[src/rtl/pc_sequencer_if.sv]
// Instruction-memory fetch channel: request handshake plus response data.
`timescale 1ns/1ps
interface pc_sequencer_if;
   logic        imem_req_valid;
   logic        imem_req_ready;
   logic [31:0] imem_addr;
   logic        imem_rsp_valid;
   logic [31:0] imem_rsp_data;

   modport master (
      output imem_req_valid,
      output imem_addr,
      input  imem_req_ready,
      input  imem_rsp_valid,
      input  imem_rsp_data
   );

   modport slave (
      input  imem_req_valid,
      input  imem_addr,
      output imem_req_ready,
      output imem_rsp_valid,
      output imem_rsp_data
   );
endinterface

[src/rtl/pc_sequencer.sv]
// Fetch / next-PC controller: owns the PC, sequences fetch -> response ->
// execute, computes redirect targets and traps on misaligned targets.
`timescale 1ns/1ps
module pc_sequencer #(
   parameter logic [31:0] RESET_VECTOR = 32'h0000_0000,
   parameter logic [31:0] TRAP_VECTOR  = 32'h0000_0100
) (
   input  logic          clk,
   input  logic          rst_n,
   pc_sequencer_if.master imem,
   output logic [31:0]   instr,
   output logic          instr_valid,
   input  logic          ex_done,
   input  logic          branch_taken,
   input  logic          jal,
   input  logic          jalr,
   input  logic [31:0]   imm,
   input  logic [31:0]   rs1,
   output logic          jalr_sel,
   output logic [31:0]   pc,
   output logic          trap,
   output logic [31:0]   mtval,
   output logic [31:0]   retired_count
);

   typedef enum logic [2:0] {
      S_IDLE,
      S_FETCH,
      S_WAIT,
      S_EXEC,
      S_TRAP
   } state_t;

   state_t      state_q, state_d;
   logic [31:0] pc_q, pc_d;
   logic [31:0] instr_q, instr_d;
   logic [31:0] mtval_q, mtval_d;
   logic [31:0] retired_q, retired_d;
   logic [31:0] jalr_sum;
   logic [31:0] target;

   // Redirect target: jalr > jal > taken branch > sequential, all modulo 2^32
   always_comb begin
      jalr_sum = rs1 + imm;
      target   = pc_q + 32'd4;
      if (jalr) begin
         target = jalr_sum & 32'hFFFF_FFFE;
      end else if (jal || branch_taken) begin
         target = pc_q + imm;
      end
   end

   // State and architectural registers
   always_ff @(posedge clk or negedge rst_n) begin
      if (!rst_n) begin
         state_q   <= S_IDLE;
         pc_q      <= RESET_VECTOR;
         instr_q   <= '0;
         mtval_q   <= '0;
         retired_q <= '0;
      end else begin
         state_q   <= state_d;
         pc_q      <= pc_d;
         instr_q   <= instr_d;
         mtval_q   <= mtval_d;
         retired_q <= retired_d;
      end
   end

   // Next-state and register updates
   always_comb begin
      state_d   = state_q;
      pc_d      = pc_q;
      instr_d   = instr_q;
      mtval_d   = mtval_q;
      retired_d = retired_q;
      case (state_q)
         S_IDLE:  state_d = S_FETCH;
         S_FETCH: if (imem.imem_req_ready) state_d = S_WAIT;
         S_WAIT: begin
            if (imem.imem_rsp_valid) begin
               instr_d = imem.imem_rsp_data;
               state_d = S_EXEC;
            end
         end
         S_EXEC: begin
            if (ex_done) begin
               if (target[1:0] == 2'b00) begin
                  pc_d      = target;
                  retired_d = retired_q + 32'd1;
                  state_d   = S_FETCH;
               end else begin
                  mtval_d = target;
                  pc_d    = TRAP_VECTOR;
                  state_d = S_TRAP;
               end
            end
         end
         S_TRAP:  state_d = S_FETCH;
         default: state_d = S_IDLE;
      endcase
   end

   // Moore-style outputs decoded from the current state
   always_comb begin
      imem.imem_req_valid = (state_q == S_FETCH);
      imem.imem_addr      = pc_q;
      instr_valid         = (state_q == S_EXEC);
      jalr_sel            = (state_q == S_EXEC) && jalr;
      trap                = (state_q == S_TRAP);
      instr               = instr_q;
      pc                  = pc_q;
      mtval               = mtval_q;
      retired_count       = retired_q;
   end

endmodule
[src/flat_wrapper.sv]
// flat-port wrapper written by rule: the top's interface ports become plain ports
module pc_sequencer_flat 
#(
   parameter logic [31:0] RESET_VECTOR = 32'h0000_0000,
   parameter logic [31:0] TRAP_VECTOR  = 32'h0000_0100
)
  (clk, rst_n, instr, instr_valid, ex_done, branch_taken, jal, jalr, imm, rs1, jalr_sel, pc, trap, mtval, retired_count, imem_imem_req_valid, imem_imem_addr, imem_imem_req_ready, imem_imem_rsp_valid, imem_imem_rsp_data);
  pc_sequencer_if imem_i ();
  input  logic clk;
  input  logic rst_n;
  output logic [31:0] instr;
  output logic instr_valid;
  input  logic ex_done;
  input  logic branch_taken;
  input  logic jal;
  input  logic jalr;
  input  logic [31:0] imm;
  input  logic [31:0] rs1;
  output logic jalr_sel;
  output logic [31:0] pc;
  output logic trap;
  output logic [31:0] mtval;
  output logic [31:0] retired_count;
  output wire logic [$bits(imem_i.imem_req_valid)-1:0] imem_imem_req_valid;
  output wire logic [$bits(imem_i.imem_addr)-1:0] imem_imem_addr;
  input wire logic [$bits(imem_i.imem_req_ready)-1:0] imem_imem_req_ready;
  input wire logic [$bits(imem_i.imem_rsp_valid)-1:0] imem_imem_rsp_valid;
  input wire logic [$bits(imem_i.imem_rsp_data)-1:0] imem_imem_rsp_data;
  assign imem_imem_req_valid = imem_i.imem_req_valid;
  assign imem_imem_addr = imem_i.imem_addr;
  assign imem_i.imem_req_ready = imem_imem_req_ready;
  assign imem_i.imem_rsp_valid = imem_imem_rsp_valid;
  assign imem_i.imem_rsp_data = imem_imem_rsp_data;
  pc_sequencer #(.RESET_VECTOR(RESET_VECTOR), .TRAP_VECTOR(TRAP_VECTOR)) u_core (.clk(clk), .rst_n(rst_n), .imem(imem_i), .instr(instr), .instr_valid(instr_valid), .ex_done(ex_done), .branch_taken(branch_taken), .jal(jal), .jalr(jalr), .imm(imm), .rs1(rs1), .jalr_sel(jalr_sel), .pc(pc), .trap(trap), .mtval(mtval), .retired_count(retired_count));
endmodule
[config.mk]
export PLATFORM = sky130hd
export DESIGN_NAME = pc_sequencer_flat
export DESIGN_NICKNAME = d
export VERILOG_FILES = /design/src/rtl/pc_sequencer_if.sv /design/src/rtl/pc_sequencer.sv /design/src/flat_wrapper.sv
export SDC_FILE = /design/constraint.sdc
export NUM_CORES = 1
export LEC_CHECK = 0
export ABC_CLOCK_PERIOD_IN_PS = 4500
export CAP_MARGIN = 30
export CELL_PAD_IN_SITES_DETAIL_PLACEMENT = 1
export CELL_PAD_IN_SITES_GLOBAL_PLACEMENT = 1
export CORE_MARGIN = 5
export CORE_UTILIZATION = 28
export CTS_BUF_LIST = sky130_fd_sc_hd__clkbuf_2 sky130_fd_sc_hd__clkbuf_4 sky130_fd_sc_hd__clkbuf_8
export CTS_CLUSTER_SIZE = 16
export DETAILED_ROUTE_END_ITERATION = 10
export PLACE_DENSITY = 0.66
export SYNTH_ARGS = -nofsm -noshare
export SYNTH_HDL_FRONTEND = slang
export SYNTH_SLANG_ARGS = --single-unit
[constraint.sdc]
create_clock -name clk -period 4.5 [get_ports clk]
set_input_delay 0.45 -clock clk [delete_from_list [all_inputs] [get_ports clk]]
set_output_delay 0.45 -clock clk [all_outputs]
set_load 0.05 [all_outputs]
# Word-level counts from Yosys, hierarchy flattened
# Index checks and enable logic that the tools add are counted.
# classes
n_bitwise	1
addsub	4
reduce_logical	10
mux	8
eq_ne	7
# ops
op	count
$mux 32	3
$add 32x32->32	2
$add 32x1->32 const B	1
$add 32x3->32 const B	1
$mux 3	4
$pmux 3 s4	1
$reduce_and 3->1	3
$eq 3x2->1 const B	2
$ne 2x1->1 const B	2
$reduce_and 2->1	2
$eq 3x1->1 const B	1
$eq 3x3->1 const B	1
$logic_not 3->1	1
$logic_not 2->1	1
$ne 2x2->1 const B	1
$reduce_or 2->1	1
$logic_and 1x1->1	1
$logic_or 1x1->1	1
$not 1->1	1
# totals
out_inout_bits	164
reg_bits	131
wordCells	35

# Depth between registers and ports, before layout
# Gate-level depths: netlist (run 1).
# depth
ltp_word	7
mapped_depth	14

# Worst setup path before layout (run 1)
# No wires, ideal clock.
# synth_timing
path_type	register -> register
from	register u_core.pc_q[0], in the netlist u_core.imem.imem_addr[0]
to	register u_core.retired_q[30], in the netlist u_core.retired_count[30]
arrival_ns	3.173
synth_period_minus_slack_ns	3.314
setup_slack_ns	1.186
required_ns	4.359
path_stages_with_launch	15
cell_sequence	dfrtp_1 ha_1 inv_1 fa_1 o21ai_0 a21oi_2 a21boi_2 nor2_4 nand4_1 nor2_2 and3_1 buf_2 and3_1 nand4_1 xnor2_1
# synth_via
elab_chain_len	5
elab_cells_between_ends	6
cone_classes	add/sub: 2; mux: 2; reduce/logical: 2
# synth_lines
element	line_no	source
from (decl)	pc_sequencer.sv:35	logic [31:0] pc_q, pc_d;
from (signal assigned)	pc_sequencer.sv:63	pc_q <= pc_d;
$add 32x3->32 / $add 32x32->32 (equally long branches)	pc_sequencer.sv:45, pc_sequencer.sv:49	
$mux 32 *	pc_sequencer.sv:48	end else if (jal || branch_taken) begin
$mux 32 *	pc_sequencer.sv:46	if (jalr) begin
$logic_not 2->1 *	pc_sequencer.sv:88	if (target[1:0] == 2'b00) begin
$reduce_and 3->1 (no line) *	-	
to (signal assigned)	pc_sequencer.sv:66	retired_q <= retired_d;
to (decl)	pc_sequencer.sv:38	logic [31:0] retired_q, retired_d;
# Every way passes the cells marked *; elsewhere a longest branch is shown, timed or not.
# A chain may end at the register's enable or synchronous reset.

# Final worst setup path (run 1)
# layout_timing
from	input port imm[0]
to	register u_core.retired_q[29], in the netlist u_core.retired_count[29]
# layout_via
elab_chain_len	5
elab_cells_between_ends	6
cone_classes	add/sub: 2; mux: 2; reduce/logical: 2
# layout_lines
element	line_no	source
from (decl)	flat_wrapper.sv:17	input logic [31:0] imm;
$add 32x32->32	pc_sequencer.sv:49	target = pc_q + imm;
$mux 32	pc_sequencer.sv:48	
$mux 32 *	pc_sequencer.sv:46	
$logic_not 2->1 *	pc_sequencer.sv:88	
$reduce_and 3->1 (no line) *	-	
# Marked as above.

==> summary.md, run 1 <==
| Metric | Value |
|---|---|
| Status | completed |
| Leading cell type in the layout, fill and taps excluded | clkdlybuf4s50_1 |
| Reg2Reg Setup Slack | roughly 1100 ps |
| Die height | 195 um |
| Pins Over Slew Limit | 0 |
| Vias | 9,086 |
| Post-synthesis area per instance | 8.79 um2 |
| Yosys reg bits | 131 |
| Final hold violation count | 0 |
| Unrepaired setup endpoints after global routing | no |
| CTS Buf Count | 17 |
| Worst-case clock skew | about 10 ps |
| Worst Hold Class | primary input to async pin |
| Slew @ Worst Pin | 814 ps |
| Async SR Flop Fraction | 100% |
| Largest net degree at the start of global routing | between 90 and 100 |
| First-pass GRT wire length | roughly 57,000 um |
| Post-synth EDFFs | 0 |
| Total global-route track usage | 18.8% |
| Reg-to-Reg Start | u_core.imem.imem_addr[2]$_DFFE_PN0P_ |
| Fmax | ~0.29 GHz |
| Layout cells sized above 1 | 7.75% |
| Nets@finish | 1,486 |
| Synthesized Nets | 1,259 |
| Synth-to-layout area growth | 35.7% |
| CTS Hold Bufs | 1 |
| Dpl hpwl | 29,400 um |
| Yosys warnings | 0 |
| DR iter-0 viols | 470 |
| Total global routing overflow | 0 |
| DIE WIDTH | 195 um |
| Worst setup EP type | flop |
| P per Cell Area | between 600 and 700 nW/um2 |
| Row cnt | 67 |
| CTS tree | done |
| Initial antenna violation count | 0 |
| Gpl congestion | 0.873 |
| Critical Path Start Type | primary input |
| Final WL | roughly 37,000 um |
| CP max-delay cell | clkdlybuf4s50_1 |
| Hold slack | just under 400 ps |
| # resized after CTS | 0 |
| # Post-CTS Setup Buffers | 0 |
| Vias per cell | about 5 |
| # setup viols final | 0 |
| Number of global-route vias before repair | 9,496 |
| I/O pins | 268 |
| Kind of critical path | primary input to flop |
| Synth Instances | approximately 1.1k |
| Core region area | 33,700 um2 |
| Endpoint arrival time on the critical path | 3860 ps |
| Max stage delay on crit path | 520 ps |
| PortBufs | 267 |
| Setup TNS | 0 ps |
| R2R cell count | 11 |
| Most frequent cells in the layout | 265 x clkdlybuf4s50_1, 136 x nand2_1, 131 x dfrtp_1 |
| Tcrit/Tclk final | roughly 78% |
| Cells along the critical path | clkdlybuf4s50_1, ha_1, inv_1, fa_1, o21ai_0, a21oi_2, a21boi_2, nor2_4, nand4_1, nor2_1, and3_1, nand3_1, nor2_1, xor2_1 |
| Clock insertion delay at the later pin of the skew report | 460 ps |
| Initial Util | between 20% and 30% |
| Diodes inserted | 0 |
| Lkg Pwr | 5.53 nW |
| Fin crit period | 3490 ps |
| WL/cell | 20.6 um |
| H-tree depth | 4 |
| Post-synth top flop | dfrtp_1 |
| Buffer depth of the longest clock path | 2 |
| Worst ir drop on vdd | 0.000353 V |
| Clk sink count | 131 |
| TritonRoute pass-1 iters | 5 |
| Clock Tree Root | clkbuf_8 |
| Max-Slew Margin vs Limit | 45.7% |
| Full die area | 38,000 um2 |
| Worst R2R End | u_core.mtval[25]$_DFFE_PN0P_ |
| Max FO, Critical Path | 6 |
| Maxcap violations | 0 |
| Critical Path RT | ~4900 ps |
| Sequential area share after synthesis | 34.2% |
| # DRC | 0 |
| Mapped Area | 9580 um2 |
| Post-synthesis cell type count | 77 |
| Cell seen most often among critical-path stages | nor2_1 |
| Clock slew at reported path FFs | 80 ps |
| Final ANT Viol Nets | 0 |
[Yosys cell counts (all sizes together), types with 19 or more instances]
cell type	instances	area, um2
ha	63	788
a21oi	86	438
nor2	73	284
o21ai	76	380
mux2	37	420
dfrtp	131	3280
buf	44	292
clkbuf	33	124
nand3	40	200
a21o	35	264
and3	25	156
xor2	46	403
nand2	136	510
xnor2	59	517
inv	19	71.3
[sequential cells by signal, indices dropped and copies added (netlist names)]
| signal | flops |
|---|---|
| u_core.mtval | 32 |
| u_core.imem.imem_addr | 32 |
| u_core.state_q | 3 |
| u_core.instr | 32 |
| u_core.retired_count | 32 |
[report_power, final]
group          internal (mW)  leakage (nW)  switching, mW  total [mW]
Sequential              1.59          1.68          0.505        2.09
Clock                  0.639         0.222          0.481        1.12
Combinational           1.93          3.64           3.57        5.50
[layer usage]
metal / vias to the layer above / GRT usage [%] / share of wire (%)
met1: 4425 / 26.4 / 48
met4: 0 / 4.42 / 1.6
met2: 289 / 30.1 / 45
li1: 4338 / - / -
met3: 34 / 3.79 / 5.4
met5: - / 0 / 0
[critical path: cells and delay by family]
family	cells	cell delay, ps
AO/OA/AOI/OAI	3	590
XOR/XNOR	1	180
adder cells (fa/ha/maj)	2	700
buffers and inverters	2	590
AND/OR/NAND/NOR	6	1370
[through the flow]
stage	utilization (%)	power, mW	worst slack, ps	cell area [um2]	cells
2_1_floorplan	-	5.76	1190	9580	1090
3_3_place_gp	37.2	7.57	580	12500	1744
3_5_place_dp	37.3	7.65	530	12600	1745
4_1_cts	38.6	8.80	1020	13000	1777
5_1_grt	38.6	9.22	746	13000	1777
6_report	38.6	8.72	1010	13000	1777
[cells by family after synthesis]
| family | synth area share [%] |
|---|---|
| AO/OA/AOI/OAI | 20.9 |
| XOR/XNOR | 9.60 |
| adder cells (fa/ha/maj) | 8.64 |
| buffers and inverters | 5.12 |
| flip-flops | 34.2 |
| multiplexers | 5.12 |
| AND/OR/NAND/NOR | 16.4 |
[layout make-up]
class                   count  area [um2]
clock inverters            10         156
inverters                  20        75.1
flip-flops and latches    131        3280
repair buffers            285        2830
fillers                  3883       20700
well taps                 448         561
clock buffers              21         277
multi-input cells         862        5830
[worst max path at each step]
| stage | startpoint | to |
|---|---|---|
| after detailed placement | imm[0] | u_core.retired_count[29]$_DFFE_PN0P_ |
| after floorplan | u_core.imem.imem_addr[0]$_DFFE_PN0P_ | u_core.retired_count[30]$_DFFE_PN0P_ |
| after global routing | imm[2] | u_core.mtval[31]$_DFFE_PN0P_ |
| final | imm[0] | u_core.retired_count[29]$_DFFE_PN0P_ |
| after CTS | imm[0] | u_core.retired_count[29]$_DFFE_PN0P_ |
| after global placement | imm[0] | u_core.retired_count[29]$_DFFE_PN0P_ |
(Power assumes the default switching activity.)
==> run 2, diff against run 1 <==
--- a/config.mk
+++ b/config.mk
@@ -5,7 +5,7 @@
 export SDC_FILE = /design/constraint.sdc
 export NUM_CORES = 1
 export LEC_CHECK = 0
-export ABC_CLOCK_PERIOD_IN_PS = 4500
+export ABC_CLOCK_PERIOD_IN_PS = 3250
 export CAP_MARGIN = 30
 export CELL_PAD_IN_SITES_DETAIL_PLACEMENT = 1
 export CELL_PAD_IN_SITES_GLOBAL_PLACEMENT = 1
==> constraint.sdc (replaced) <==
create_clock -name clk -period 3.25 [get_ports clk]
set_input_delay 0.325 -clock clk [delete_from_list [all_inputs] [get_ports clk]]
set_output_delay 0.325 -clock clk [all_outputs]
set_load 0.05 [all_outputs]
==> summary.md, run 2 (synthesis results as in run 1) <==
| Metric | Value |
|---|---|
| Status | completed |
| Reg-to-Reg Start | u_core.imem.imem_addr[2]$_DFFE_PN0P_ |
| Total global routing overflow | 0 |
| Max-Slew Margin vs Limit | between 40% and 50% |
| Core region area | 33,700 um2 |
| Clock Tree Root | clkbuf_8 |
| Leading cell type in the layout, fill and taps excluded | clkdlybuf4s50_1 |
| Worst Hold Class | primary input to async pin |
| Gpl congestion | ~0.87 |
| Largest net degree at the start of global routing | 76 |
| Row cnt | 67 |
| Sw power | 6.58 mW |
| CTS Buf Count | 17 |
| TritonRoute pass-1 iters | 4 |
| Pins Over Slew Limit | 0 |
| Initial antenna violation count | 0 |
| Vias | 9,652 |
| PortBufs | 267 |
| Lkg Pwr | roughly 6 nW |
| Tcrit/Tclk final | 95.3% |
| Placed Area | approximately 14,000 um2 |
| Sequential Power Share | 21.6% |
| Worst setup EP type | flop |
| Final WL | 38,600 um |
| # setup viols final | 0 |
| # Post-CTS Setup Buffers | 0 |
| Buffer depth of the longest clock path | 2 |
| Critical Path Start Type | primary input |
| Unrepaired setup endpoints after global routing | no |
| Vias per cell | 5.05 |
| Final Instance Area | 14,000 um2 |
| Full die area | approximately 38,000 um2 |
| Worst-case clock skew | around 18 ps |
| Number of global-route vias before repair | 10.1k |
| Clock power frac | 11.2% |
| Clk sink count | 131 |
| Most frequent cells in the layout | 265 x clkdlybuf4s50_1, 147 x buf_4, 136 x nand2_1 |
| Die height | about 200 um |
| CTS tree | done |
| Combinational share of power | 67.1% |
| Worst R2R End | u_core.mtval[26]$_DFFE_PN0P_ |
| # DRC | 0 |
| First-pass GRT wire length | 59,300 um |
| Final hold violation count | 0 |
| DR iter-0 viols | 508 |
| Post-route setup slack | between 150 and 200 ps |
| Slew @ Worst Pin | 755 ps |
| Kind of critical path | primary input to flop |
| Reg2Reg Setup Slack | roughly 190 ps |
| DIE WIDTH | 195 um |
| R2R cell count | 14 |
| Maxcap violations | 0 |
| Sw frac | 52.3% |
| Initial Util | 28.4% |
| I/O pins | 268 |
| Diodes inserted | 0 |
| Layout cells sized above 1 | 16.5% |
| Synth-to-layout area growth | 46.2% |
| Fmax | 0.323 GHz |
| Total global-route track usage | about a fifth |
| Critical Path RT | approximately 3600 ps |
| Final ANT Viol Nets | 0 |
| Internal cell power | about 6.0 mW |
| Max FO, Critical Path | 3 |
| P per Cell Area | about 900 nW/um2 |
| Dpl ws | -359 ps |
| Nets@finish | around 1.6k |
| Worst ir drop on vdd | 0.000461 V |
| Dpl hpwl | 31,800 um |
| Clock slew at reported path FFs | 90 ps |
| Fin crit period | 3100 ps |
| Fillers | ~3.9k |
| WL/cell | 20.2 um |
| H-tree depth | 4 |
| Endpoint arrival time on the critical path | 3430 ps |
| Clock insertion delay at the later pin of the skew report | ~450 ps |
[run 2: critical path, cell delays in order]
cell and delay (ps):
clkdlybuf4s50_1 510, ha_1 200, inv_1 60, fa_1 380, nor2b_1 130, o21ai_0 120, a21o_1 230, a21oi_1 180
buf_4 150, o21ai_0 130, buf_4 180, a21oi_1 240, mux2i_1 220, nor2_1 90, a221o_1 290
[run 2: per-layer routing]
| layer | share of wire, % | routed length, um | vias to the layer above | global-route usage (%) |
|---|---|---|---|---|
| met2 | 45 | 17400 | 303 | 32.0 |
| met5 | 0 | 0 | - | 0 |
| met1 | 49 | 18900 | 4696 | 28.1 |
| met4 | 1.2 | 448 | 0 | 3.70 |
| met3 | 4.9 | 1910 | 24 | 3.14 |
| li1 | - | - | 4629 | - |
[run 2: power groups by stage]
stage	sequential (mW)	combinational, mW	clock [mW]
after floorplan	4.64	3.34	0
after global placement	2.73	8.31	0
after detailed placement	2.76	8.42	0
after CTS	2.73	8.45	1.47
after global routing	2.80	8.94	1.53
final	2.72	8.44	1.41
[run 2: worst max-delay path by stage]
stage / startpoint / endpoint / slack (ps) / cells past startpoint
2_1_floorplan: u_core.imem.imem_addr[2]$_DFFE_PN0P_ / u_core.imem.imem_addr[31]$_DFFE_PN0P_ / 40 / 11
3_3_place_gp: imm[1] / u_core.imem.imem_addr[31]$_DFFE_PN0P_ / -310 / 13
3_5_place_dp: imm[0] / u_core.imem.imem_addr[18]$_DFFE_PN0P_ / -360 / 16
4_1_cts: u_core.imem.imem_addr[0]$_DFFE_PN0P_ / u_core.imem.imem_addr[31]$_DFFE_PN0P_ / 90 / 12
5_1_grt: imm[0] / u_core.mtval[18]$_DFFE_PN0P_ / 4 / 16
6_report: imm[0] / u_core.imem.imem_addr[24]$_DFFE_PN0P_ / 150 / 15
[run 2: cell type report]
| type | count | area [um2] | share of cell area, % |
|---|---|---|---|
| flip-flops and latches | 131 | 3280 | 23.4 |
| well taps | 448 | 561 | 4.00 |
| repair buffers | 418 | 3840 | 27.4 |
| clock buffers | 18 | 248 | 1.77 |
| clock inverters | 14 | 143 | 1.02 |
| multi-input cells | 862 | 5860 | 41.8 |
| inverters | 20 | 75.1 | 0.536 |
[run 2: what timing repair did]
action / in CTS / in global routing
gates resized for setup: 0 / 8
hold endpoints to repair: 73 / 0
setup endpoints to repair: 0 / 14
hold buffers: 1 / 0
[run 2: per-stage QoR]
stage	instances	total power [mW]	setup TNS, ps	hold slack, ps	utilization [%]
after CTS	1911	12.6	0	456	41.5
after floorplan	1090	7.98	0	29.4	-
after global routing	1911	13.3	0	468	41.6
after detailed placement	1878	11.2	-9040	437	40.3
final	1911	12.6	0	473	41.6
after global placement	1878	11.0	-7040	423	40.3
==> run 3, diff against run 2 <==
--- a/config.mk
+++ b/config.mk
@@ -12,8 +12,9 @@
 export CORE_MARGIN = 5
 export CORE_UTILIZATION = 28
 export CTS_BUF_LIST = sky130_fd_sc_hd__clkbuf_2 sky130_fd_sc_hd__clkbuf_4 sky130_fd_sc_hd__clkbuf_8
-export CTS_CLUSTER_SIZE = 16
+export CTS_CLUSTER_SIZE = 10
 export DETAILED_ROUTE_END_ITERATION = 10
+export GPL_ROUTABILITY_DRIVEN = 1
 export PLACE_DENSITY = 0.66
 export SYNTH_ARGS = -nofsm -noshare
 export SYNTH_HDL_FRONTEND = slang
==> results of run 3 <==
Final layout, timing and power as in run 2 (identical DEF).
